==> src/rtl/cache_assoc_param.sv <==
// cache_assoc_param
// -----------------
// N-way set-associative read cache with one word per line. WAYS=1 gives a
// direct-mapped cache; 2/4/8 give set-associative variants. A miss is served
// from the next level through mem_req_valid/mem_rsp_valid. The victim is the
// lowest-index invalid way, else true LRU (REPL=0) or a per-set round-robin
// pointer (REPL=1). Saturating hit/miss counters are kept in hardware.
//
// Handshake: a request is accepted on a rising edge where req_valid and
// req_ready are both high; req_ready is high only in IDLE. mem_req_valid stays
// high until mem_rsp_valid is sampled high; rsp_valid is a one-cycle pulse.
//
// Ports
//   clk, rst_n                 clock, asynchronous active-low reset
//   req_valid/req_ready/req_addr   request port
//   rsp_valid/rsp_data/rsp_hit     one-cycle response
//   mem_req_valid/mem_req_addr     miss request to next level
//   mem_rsp_valid/mem_rsp_data     fill data from next level
//   stat_clr                   synchronous clear of both counters
//   hit_count/miss_count       saturating statistics
//   dbg_state                  current FSM state (IDLE=0, LOOKUP=1, MISS_WAIT=2, RESP=3)
module cache_assoc_param #(
    parameter int ADDR_W = 11,
    parameter int DATA_W = 32,
    parameter int WAYS   = 4,
    parameter int SETS   = 16,
    parameter int REPL   = 0,
    parameter int CNT_W  = 16
) (
    input  logic              clk,
    input  logic              rst_n,
    input  logic              req_valid,
    output logic              req_ready,
    input  logic [ADDR_W-1:0] req_addr,
    output logic              rsp_valid,
    output logic [DATA_W-1:0] rsp_data,
    output logic              rsp_hit,
    output logic              mem_req_valid,
    output logic [ADDR_W-1:0] mem_req_addr,
    input  logic              mem_rsp_valid,
    input  logic [DATA_W-1:0] mem_rsp_data,
    input  logic              stat_clr,
    output logic [CNT_W-1:0]  hit_count,
    output logic [CNT_W-1:0]  miss_count,
    output logic [1:0]        dbg_state
);
    localparam int IDX_W = $clog2(SETS);
    localparam int TAG_W = ADDR_W - IDX_W;
    localparam int WAY_W = (WAYS > 1) ? $clog2(WAYS) : 1;
    localparam logic [WAY_W-1:0] AGE_MAX = WAY_W'(WAYS - 1);
    localparam logic [CNT_W-1:0] CNT_MAX = {CNT_W{1'b1}};

    typedef enum logic [1:0] {S_IDLE, S_LOOKUP, S_MISS_WAIT, S_RESP} state_t;

    state_t            state_q, state_d;
    logic [ADDR_W-1:0] addr_q;
    logic              valid_q [SETS][WAYS];
    logic [TAG_W-1:0]  tag_q   [SETS][WAYS];
    logic [DATA_W-1:0] data_q  [SETS][WAYS];
    // Age per way: 0 = most recently used, larger = older.
    logic [WAY_W-1:0]  age_q   [SETS][WAYS];
    logic [WAY_W-1:0]  rr_q    [SETS];
    logic [DATA_W-1:0] rsp_data_q;
    logic              rsp_hit_q;
    logic [CNT_W-1:0]  hit_q, miss_q;

    logic [IDX_W-1:0]  idx;
    logic [TAG_W-1:0]  tag;
    logic              hit, any_inv, fill, acc_en;
    logic [WAY_W-1:0]  hit_way, inv_way, lru_way, victim, acc_way, acc_age, max_age;
    logic [DATA_W-1:0] hit_data;

    assign idx  = addr_q[IDX_W-1:0];
    assign tag  = addr_q[ADDR_W-1:IDX_W];
    assign fill = (state_q == S_MISS_WAIT) && mem_rsp_valid;

    // Tag compare, first invalid way and oldest way of the indexed set.
    always_comb begin
        hit      = 1'b0;
        hit_way  = '0;
        hit_data = '0;
        any_inv  = 1'b0;
        inv_way  = '0;
        lru_way  = '0;
        max_age  = age_q[idx][0];
        for (int w = 0; w < WAYS; w++) begin
            if (!hit && valid_q[idx][w] && (tag_q[idx][w] == tag)) begin
                hit      = 1'b1;
                hit_way  = WAY_W'(w);
                hit_data = data_q[idx][w];
            end
            if (!any_inv && !valid_q[idx][w]) begin
                any_inv = 1'b1;
                inv_way = WAY_W'(w);
            end
            if (age_q[idx][w] > max_age) begin
                max_age = age_q[idx][w];
                lru_way = WAY_W'(w);
            end
        end
        if (any_inv)        victim = inv_way;
        else if (REPL == 0) victim = lru_way;
        else                victim = rr_q[idx];
    end

    assign acc_en  = ((state_q == S_LOOKUP) && hit) || fill;
    assign acc_way = fill ? victim : hit_way;

    always_comb begin
        acc_age = '0;
        for (int w = 0; w < WAYS; w++) begin
            if (WAY_W'(w) == acc_way) acc_age = age_q[idx][w];
        end
    end

    always_comb begin
        state_d = state_q;
        case (state_q)
            S_IDLE:      if (req_valid) state_d = S_LOOKUP;
            S_LOOKUP:    state_d = hit ? S_RESP : S_MISS_WAIT;
            S_MISS_WAIT: if (mem_rsp_valid) state_d = S_RESP;
            S_RESP:      state_d = S_IDLE;
            default:     state_d = S_IDLE;
        endcase
    end

    always_ff @(posedge clk or negedge rst_n) begin
        if (!rst_n) begin
            state_q    <= S_IDLE;
            addr_q     <= '0;
            rsp_data_q <= '0;
            rsp_hit_q  <= 1'b0;
        end else begin
            state_q <= state_d;
            if (state_q == S_IDLE && req_valid) addr_q <= req_addr;
            if (state_q == S_LOOKUP && hit) begin
                rsp_data_q <= hit_data;
                rsp_hit_q  <= 1'b1;
            end else if (fill) begin
                rsp_data_q <= mem_rsp_data;
                rsp_hit_q  <= 1'b0;
            end
        end
    end

    // Valid bits and replacement state are cleared by reset; tag/data are not.
    always_ff @(posedge clk or negedge rst_n) begin
        if (!rst_n) begin
            for (int s = 0; s < SETS; s++) begin
                rr_q[s] <= '0;
                for (int w = 0; w < WAYS; w++) begin
                    valid_q[s][w] <= 1'b0;
                    age_q[s][w]   <= '0;
                end
            end
        end else begin
            for (int w = 0; w < WAYS; w++) begin
                if (fill && WAY_W'(w) == victim) valid_q[idx][w] <= 1'b1;
            end
            // Accessed way becomes youngest; ways not older than it age by one.
            // Starting from all-zero ages this converges to a permutation.
            if (acc_en) begin
                for (int w = 0; w < WAYS; w++) begin
                    if (WAY_W'(w) == acc_way)
                        age_q[idx][w] <= '0;
                    else if (age_q[idx][w] <= acc_age && age_q[idx][w] != AGE_MAX)
                        age_q[idx][w] <= age_q[idx][w] + 1'b1;
                end
            end
            if (WAYS > 1 && fill && !any_inv) rr_q[idx] <= rr_q[idx] + 1'b1;
        end
    end

    always_ff @(posedge clk) begin
        for (int w = 0; w < WAYS; w++) begin
            if (fill && WAY_W'(w) == victim) begin
                tag_q[idx][w]  <= tag;
                data_q[idx][w] <= mem_rsp_data;
            end
        end
    end

    always_ff @(posedge clk or negedge rst_n) begin
        if (!rst_n) begin
            hit_q  <= '0;
            miss_q <= '0;
        end else if (stat_clr) begin
            hit_q  <= '0;
            miss_q <= '0;
        end else if (state_q == S_LOOKUP) begin
            if (hit && hit_q != CNT_MAX)    hit_q  <= hit_q + 1'b1;
            if (!hit && miss_q != CNT_MAX)  miss_q <= miss_q + 1'b1;
        end
    end

    assign req_ready     = (state_q == S_IDLE);
    assign rsp_valid     = (state_q == S_RESP);
    assign rsp_data      = rsp_data_q;
    assign rsp_hit       = rsp_hit_q;
    assign mem_req_valid = (state_q == S_MISS_WAIT);
    assign mem_req_addr  = addr_q;
    assign hit_count     = hit_q;
    assign miss_count    = miss_q;
    assign dbg_state     = state_q;
endmodule

==> config.mk <==
export PLATFORM = sky130hd
export DESIGN_NAME = cache_assoc_param
export DESIGN_NICKNAME = d
export VERILOG_FILES = /design/src/rtl/cache_assoc_param.sv
export SDC_FILE = /design/constraint.sdc
export NUM_CORES = 2
export LEC_CHECK = 0
export CORE_MARGIN = 3
export CORE_UTILIZATION = 55
export CTS_CLUSTER_DIAMETER = 200
export DETAILED_ROUTE_END_ITERATION = 12
export GPL_TIMING_DRIVEN = 0
export PLACE_DENSITY = 0.71
export SLEW_MARGIN = 20
export SYNTH_ARGS = -nofsm -noshare
export SYNTH_HDL_FRONTEND = slang
export SYNTH_SLANG_ARGS = --single-unit
==> constraint.sdc <==
create_clock -name clk -period 11.1 [get_ports clk]
set_input_delay 1.11 -clock clk [delete_from_list [all_inputs] [get_ports clk]]
set_output_delay 1.11 -clock clk [all_outputs]
set_load 0.02 [all_outputs]
After elaboration in Yosys (flattened, before gate mapping) --
Memories as Yosys holds them, arrays and structs flattened. Index checks and enable logic that the tools add are counted.
Cells by class: add/subtract/negate cells 6, $lt $le $gt $ge 9, equal/unequal tests 21, mux-type cells 92, bitwise operators 13, reductions and logical operators 44
Operators by type and width (number):
- $mux W128 | 11
- $and A128 B128 Y128 | 4
- $bwmux W128 | 4
- $not A128 Y128 | 4
- $mux W64 | 4
- $or A64 B64 Y64 | 4
- $mux W32 | 6
- $demux W8 S4 | 4
- $mux W16 | 6
- $demux W4 S4 | 4
- $mux W2 | 18
- $add A16 B1 Y16 const B | 2
- $bmux W8 S4 | 1
- $ne A16 B16 Y1 const B | 2
- $eq A7 B7 Y1 | 4
- $logic_and A1 B1 Y1 | 24
- $mux W8 | 3
- $mux W1 | 23
- $bmux W4 S4 | 1
- $mux W4 | 4
- $ne A2 B2 Y1 const B | 5
- $logic_not A1 Y1 | 9
- $add A2 B1 Y2 const B | 4
- $eq A2 B2 Y1 const A | 4
- 16 further kinds | 30
Word-level totals: bits in registers 270, bits in writable memories 2496, input port bits 48, output and inout bits 81, logic and storage cells 321, memories 2
Memories:
- data_q | words 16, width 128, read ports 1, clocked after Yosys merged registers in 0, wr ports 1, RTL line 59 | logic [DATA_W-1:0] data_q [SETS][WAYS];
- tag_q | words 16, width 28, read ports 1, clocked after Yosys merged registers in 0, wr ports 1, RTL line 58 | logic [TAG_W-1:0] tag_q [SETS][WAYS];

Depth between registers and ports, before layout --
word-level depth 40, depth in mapped cells 42, gate-level depth less buffers 32

Worst setup path before layout --
OpenSTA, ideal clock, no wires.
path kind reg-to-reg, from register addr_q[0], in the netlist mem_req_addr[0], to memory data_q[0][64] (netlist bit), enable pin, library setup time 0.436 ns, arrival 7.804 ns, required time 10.664 ns, path slack 2.859 ns, stages on the path, launching flop included 27, path buffers 8, clock period less this slack 8.241 ns, path through dfrtp_1 buf_2 buf_2 buf_4 buf_2 buf_2 buf_2 buf_2 mux4_2 mux4_2 inv_1 ha_1 o22ai_1 o21ai_0 ha_1 a2bb2oi_1 nor2_1 a21oi_1 ha_1 inv_1 a21oi_1 a21oi_1 nor4_1 a21o_1 nand3_1 clkbuf_1 nor2_1
On the way: longest elaborated chain between the ends 18, elaborated cells on any way between the ends 35, classes of those cells order compare: 3; eq/ne: 1; mux: 21; bitwise: 1; reduce/logical: 9
Ends and longest elaborated chain:
- start, declared | RTL line 56 | logic [ADDR_W-1:0] addr_q;
- start signal, assigned | RTL line 135 | if (state_q == S_IDLE && req_valid) addr_q <= req_addr;
- parallel branches: the longest is 18 deep, another holds $gt A2 B2 Y1
- end, declared | RTL line 59
Parallel ways; which one is timed is not known. The select of a mux whose other input is x is not followed.

Worst setup path in the final report --
from register addr_q[0], in the netlist mem_req_addr[0], to register age_q[106] (netlist bit)
On the way: longest elaborated chain between the ends 40, elaborated cells on any way between the ends 111, classes of those cells add/sub: 4; order compare: 9; eq/ne: 11; mux: 51; bitwise: 9; reduce/logical: 26; memory: 1
Ends and longest elaborated chain:
- parallel branches: the longest is 40 deep, another holds $gt A2 B2 Y1
- end signal, assigned by index | RTL line 167 | age_q[idx][w] <= age_q[idx][w] + 1'b1;
- end, declared | RTL line 61 | logic [WAY_W-1:0] age_q [SETS][WAYS];
Parallel ways; which one is timed is not known. The select of a mux whose other input is x is not followed. A chain may end at the register's enable or synchronous reset.

==> results.ini <==
[power]
power.net_switching_mw = 9.81
p_clk_frac = 0.295
cellInternalPower_mw = 21.3
share_of_power_burned_in_combinational_logic = 0.309
netSwitchingFraction = 0.315
power_per_cell_area_nw_per_um2 = 246
power_frac_seq = 0.397
static-leakage-power_nw = 41.5
total_power_mw = 31.2
ir_worst_vdd_mv = 0.168

[run_status]
result_of_the_run = completed

[critical_path]
master_of_the_slowest_instance_on_the_critical_path = sky130_fd_sc_hd__mux4_2
worst_r2r_endpoint = age_q[106]
critical_path.reg2reg.startpoint = mem_req_addr[0]
timing.critical_path.to_type = register
cpLargestDelayFamily = buffers and inverters
critical_path_destination = age_q[106]
r2r_setup_slack_ps = 410
buf_inv_on_cp = 13
crit_top_cell = sky130_fd_sc_hd__buf_2
crit_cells = 38
crit_required_ps = 11800
cp-startpoint = mem_req_addr[0]
worst_r2r_path_depth = 38
worstSetupPathType = register to register
cpPeakStageDelay_ps = 590
path_max_fanout = 10
startpoint_type = register
worstPathArrival_ps = 11400

[clock_network]
htree_levels = 5
cts-root-buf = sky130_fd_sc_hd__clkbuf_16
post_cts_buffers = 0
worst_skew_late_latency_ps = 930
tritoncts.num_buffers = 286
clk_path_buf_depth = 4
clkTransAtPathRegs_ps = 60
clock-sinks = 2766
tritoncts = yes

[place]
placement.cell_area_sq_um = 118000
place_ws_ps = 215
routabilityCongestion = 1.10
buffer_ports.inserted = 127
dp.final_hpwl_microns = 204000

[run]
max_cap_violations = 0

[yosys]
yosys_register_bits = 2766
synth-edff-count = 2496
flip_flop_cell_with_the_highest_count_after_synthesis = sky130_fd_sc_hd__edfxtp_1
asyncSetResetFlopFracSynth = 0.0976
syn_area_per_cell_sq_um = 21.2
ys.warnings.count = 0
syn-cell-area_sq_um = 109000
netlist_instances = 5115
syn_nets = 5189
synth_cell_type_count = 75
synth-seq-area-share = 0.752

[final_layout]
ff_latch_area_sq_um = 81700
final_common_cell = sky130_fd_sc_hd__edfxtp_1
design.final.nets = 5777
share_of_cells_above_drive_strength_1 = 0.293
layout.core_utilization = 0.647
final_area_sq_um = 127000
commonest_cells_after_routing_fill_and_taps_aside = 2,496 x sky130_fd_sc_hd__edfxtp_1, 778 x sky130_fd_sc_hd__mux4_2, 298 x sky130_fd_sc_hd__clkbuf_16, 263 x sky130_fd_sc_hd__dfrtp_1, 191 x sky130_fd_sc_hd__clkbuf_1
area_delta_synth_final_pct = 16.5
multi_input_area_sq_um = 25800
fillCellCount = 12513

[detailed_routing]
post_drt_wl_per_cell_microns = 36.4
num_vias = 57793
route.detailed.drc = 0
drt_iter0_drc = 8822
antenna_violating_nets_post_route = 0
avgViaCountPerCell = 6.76
routed_wl_microns = 311000
drt_pass1_iterations = 6

[sta]
fin_skew_ps = 57.2
minimum_setup_slack_in_the_final_design_ps = 408
fmaxAchievable_mhz = 93.5
layout_min_cycle_time_ps = 10690
timing.final.hold_violations = 0
slew_headroom = 0.190
total_negative_setup_slack_ps = 0
number_of_pins_with_negative_max_slew_slack_in_the_final_report = 0
timing_worst_slew_pin_value_ps = 1210
post-route-period-util = 0.963
report.final.setup_viol = 0
rsz0062_at_grt = false

[floorplanning]
initial_utilization = 0.555
die_width_microns = 450
rows = 162
floorplan.core_area_sq_um = 196000
pin_count = 129
floorplan.die_area_sq_um = 203000
die_h_microns = 450

[global_routing]
grt_first_pass_wirelength_microns = 438000
track_usage = 0.310
first_global_vias = 57273
pin_count_of_the_biggest_net_entering_global_routing = 101
globalRouteOverflowTotal = 0
number_of_antenna_violations_at_the_first_check_in_global_routing = 15

[min_path]
min-delay-path-class = primary input to asynchronous set/reset pin

[cell families (layout without fill, tap and decap cells)]
group	Yosys count	after routing	synth area share
buffers and inverters	355	1144	0.0146
XOR/XNOR	59	59	0.00476
adder cells (fa/ha/maj)	26	26	0.00300
other	0	21	0
AND/OR/NAND/NOR	569	569	0.0251
AO/OA/AOI/OAI	424	424	0.0256
flip-flops	2766	2766	0.752
multiplexers	916	916	0.175
[cell usage after synthesis (5+ instances only)]
library cell | instances | area share
sky130_fd_sc_hd__a31oi_1 | 28 | 0.0016
sky130_fd_sc_hd__mux4_2 | 778 | 0.16
sky130_fd_sc_hd__o21ai_1 | 31 | 0.0014
sky130_fd_sc_hd__and3_1 | 45 | 0.0026
sky130_fd_sc_hd__o21ai_0 | 131 | 0.0060
sky130_fd_sc_hd__buf_1 | 19 | 0.00066
sky130_fd_sc_hd__xnor2_1 | 34 | 0.0027
sky130_fd_sc_hd__ha_1 | 26 | 0.0030
sky130_fd_sc_hd__a22oi_1 | 18 | 0.0012
sky130_fd_sc_hd__edfxtp_1 | 2496 | 0.69
sky130_fd_sc_hd__buf_6 | 8 | 0.00083
sky130_fd_sc_hd__nor3_1 | 9 | 0.00041
sky130_fd_sc_hd__xor2_1 | 25 | 0.0020
sky130_fd_sc_hd__and2_1 | 6 | 0.00035
sky130_fd_sc_hd__a22o_1 | 43 | 0.0035
sky130_fd_sc_hd__or3_1 | 5 | 0.00029
sky130_fd_sc_hd__nand2_1 | 158 | 0.0055
sky130_fd_sc_hd__o22ai_1 | 19 | 0.0011
sky130_fd_sc_hd__buf_2 | 100 | 0.0046
sky130_fd_sc_hd__mux2_2 | 46 | 0.0048
sky130_fd_sc_hd__inv_1 | 61 | 0.0021
sky130_fd_sc_hd__o31a_1 | 11 | 0.00089
sky130_fd_sc_hd__nand2b_1 | 12 | 0.00069
sky130_fd_sc_hd__nand4_1 | 10 | 0.00058
sky130_fd_sc_hd__buf_4 | 14 | 0.00097
sky130_fd_sc_hd__nor2b_1 | 14 | 0.00081
sky130_fd_sc_hd__or2_2 | 66 | 0.0038
sky130_fd_sc_hd__o2bb2ai_1 | 20 | 0.0016
sky130_fd_sc_hd__clkbuf_1 | 151 | 0.0052
sky130_fd_sc_hd__a221oi_1 | 8 | 0.00065
sky130_fd_sc_hd__a21bo_2 | 13 | 0.0012
sky130_fd_sc_hd__mux2i_1 | 92 | 0.0085
sky130_fd_sc_hd__nand2_2 | 10 | 0.00058
sky130_fd_sc_hd__dfrtp_1 | 270 | 0.062
sky130_fd_sc_hd__nor4_1 | 8 | 0.00046
sky130_fd_sc_hd__nor2_1 | 172 | 0.0059
sky130_fd_sc_hd__a21oi_1 | 64 | 0.0029
sky130_fd_sc_hd__nand3_1 | 37 | 0.0017
[flip-flops by register name, summed over array words and instances (netlist names)]
| register | flops |
|---|---|
| data_q | 2048 |
| tag_q | 448 |
| age_q | 128 |
| valid_q | 64 |
| rsp_data | 32 |
| hit_count | 16 |
| miss_count | 16 |
| mem_req_addr | 11 |
| dbg_state | 2 |
| rsp_hit | 1 |
[timing repair]
item                                    in CTS  in global routing
resized for setup                            0                 21
hold buffers                                 0                  0
endpoints found under the setup margin       0                 92
[area by class of cell]
type / count / share of cell area
Inverter: 62 / 0.00184
Antenna cell: 21 / 0.000415
Timing Repair Buffer: 300 / 0.0415
Clock buffer: 370 / 0.0619
Tap cell: 2624 / 0.0259
Multi-Input combinational cell: 1994 / 0.204
Clock inverter: 119 / 0.00751
Sequential cell: 2766 / 0.646
Buffer: 293 / 0.0111
[power groups by stage]
stage	Sequential, mW	Clock, mW	Combinational, mW
2_1_floorplan	12.5	0	5.81
3_3_place_gp	12.7	0	9.02
3_5_place_dp	12.6	0	9.43
4_1_cts	12.3	9.26	9.51
5_1_grt	12.4	9.68	10.0
6_report	12.4	9.18	9.61
[worst register-to-register path: cells and delay by family (launching register included)]
kind / cells / cell delay, ps
compound gates: 13 / 2670
fa+ha+maj: 4 / 960
buf+inv: 13 / 3810
flops: 1 / 450
mux: 4 / 1730
simple gates: 4 / 870
[per-stage QoR]
step                      hold WS, ps  instances
after floorplan                   434       5115
after global placement            446       7866
after detailed placement          452       8038
after CTS                         214       8527
after global routing              260       8528
final                             222       8549
[how the worst min path moves through the flow]
stage                  endpoint  slack (ps)
6_report       mem_req_addr[10]         220
5_1_grt        mem_req_addr[10]         260
4_1_cts        mem_req_addr[10]         210
3_5_place_dp        valid_q[61]         450
3_3_place_gp        valid_q[39]         450
2_1_floorplan       valid_q[12]         430
[per-layer routing]
layer,wire (microns),GRT usage
met5,0,0
met4,16800,0.140
met3,40300,0.0898
met2,144000,0.466
met1,111000,0.426
Note: power is estimated with default switching activity, not from simulation.
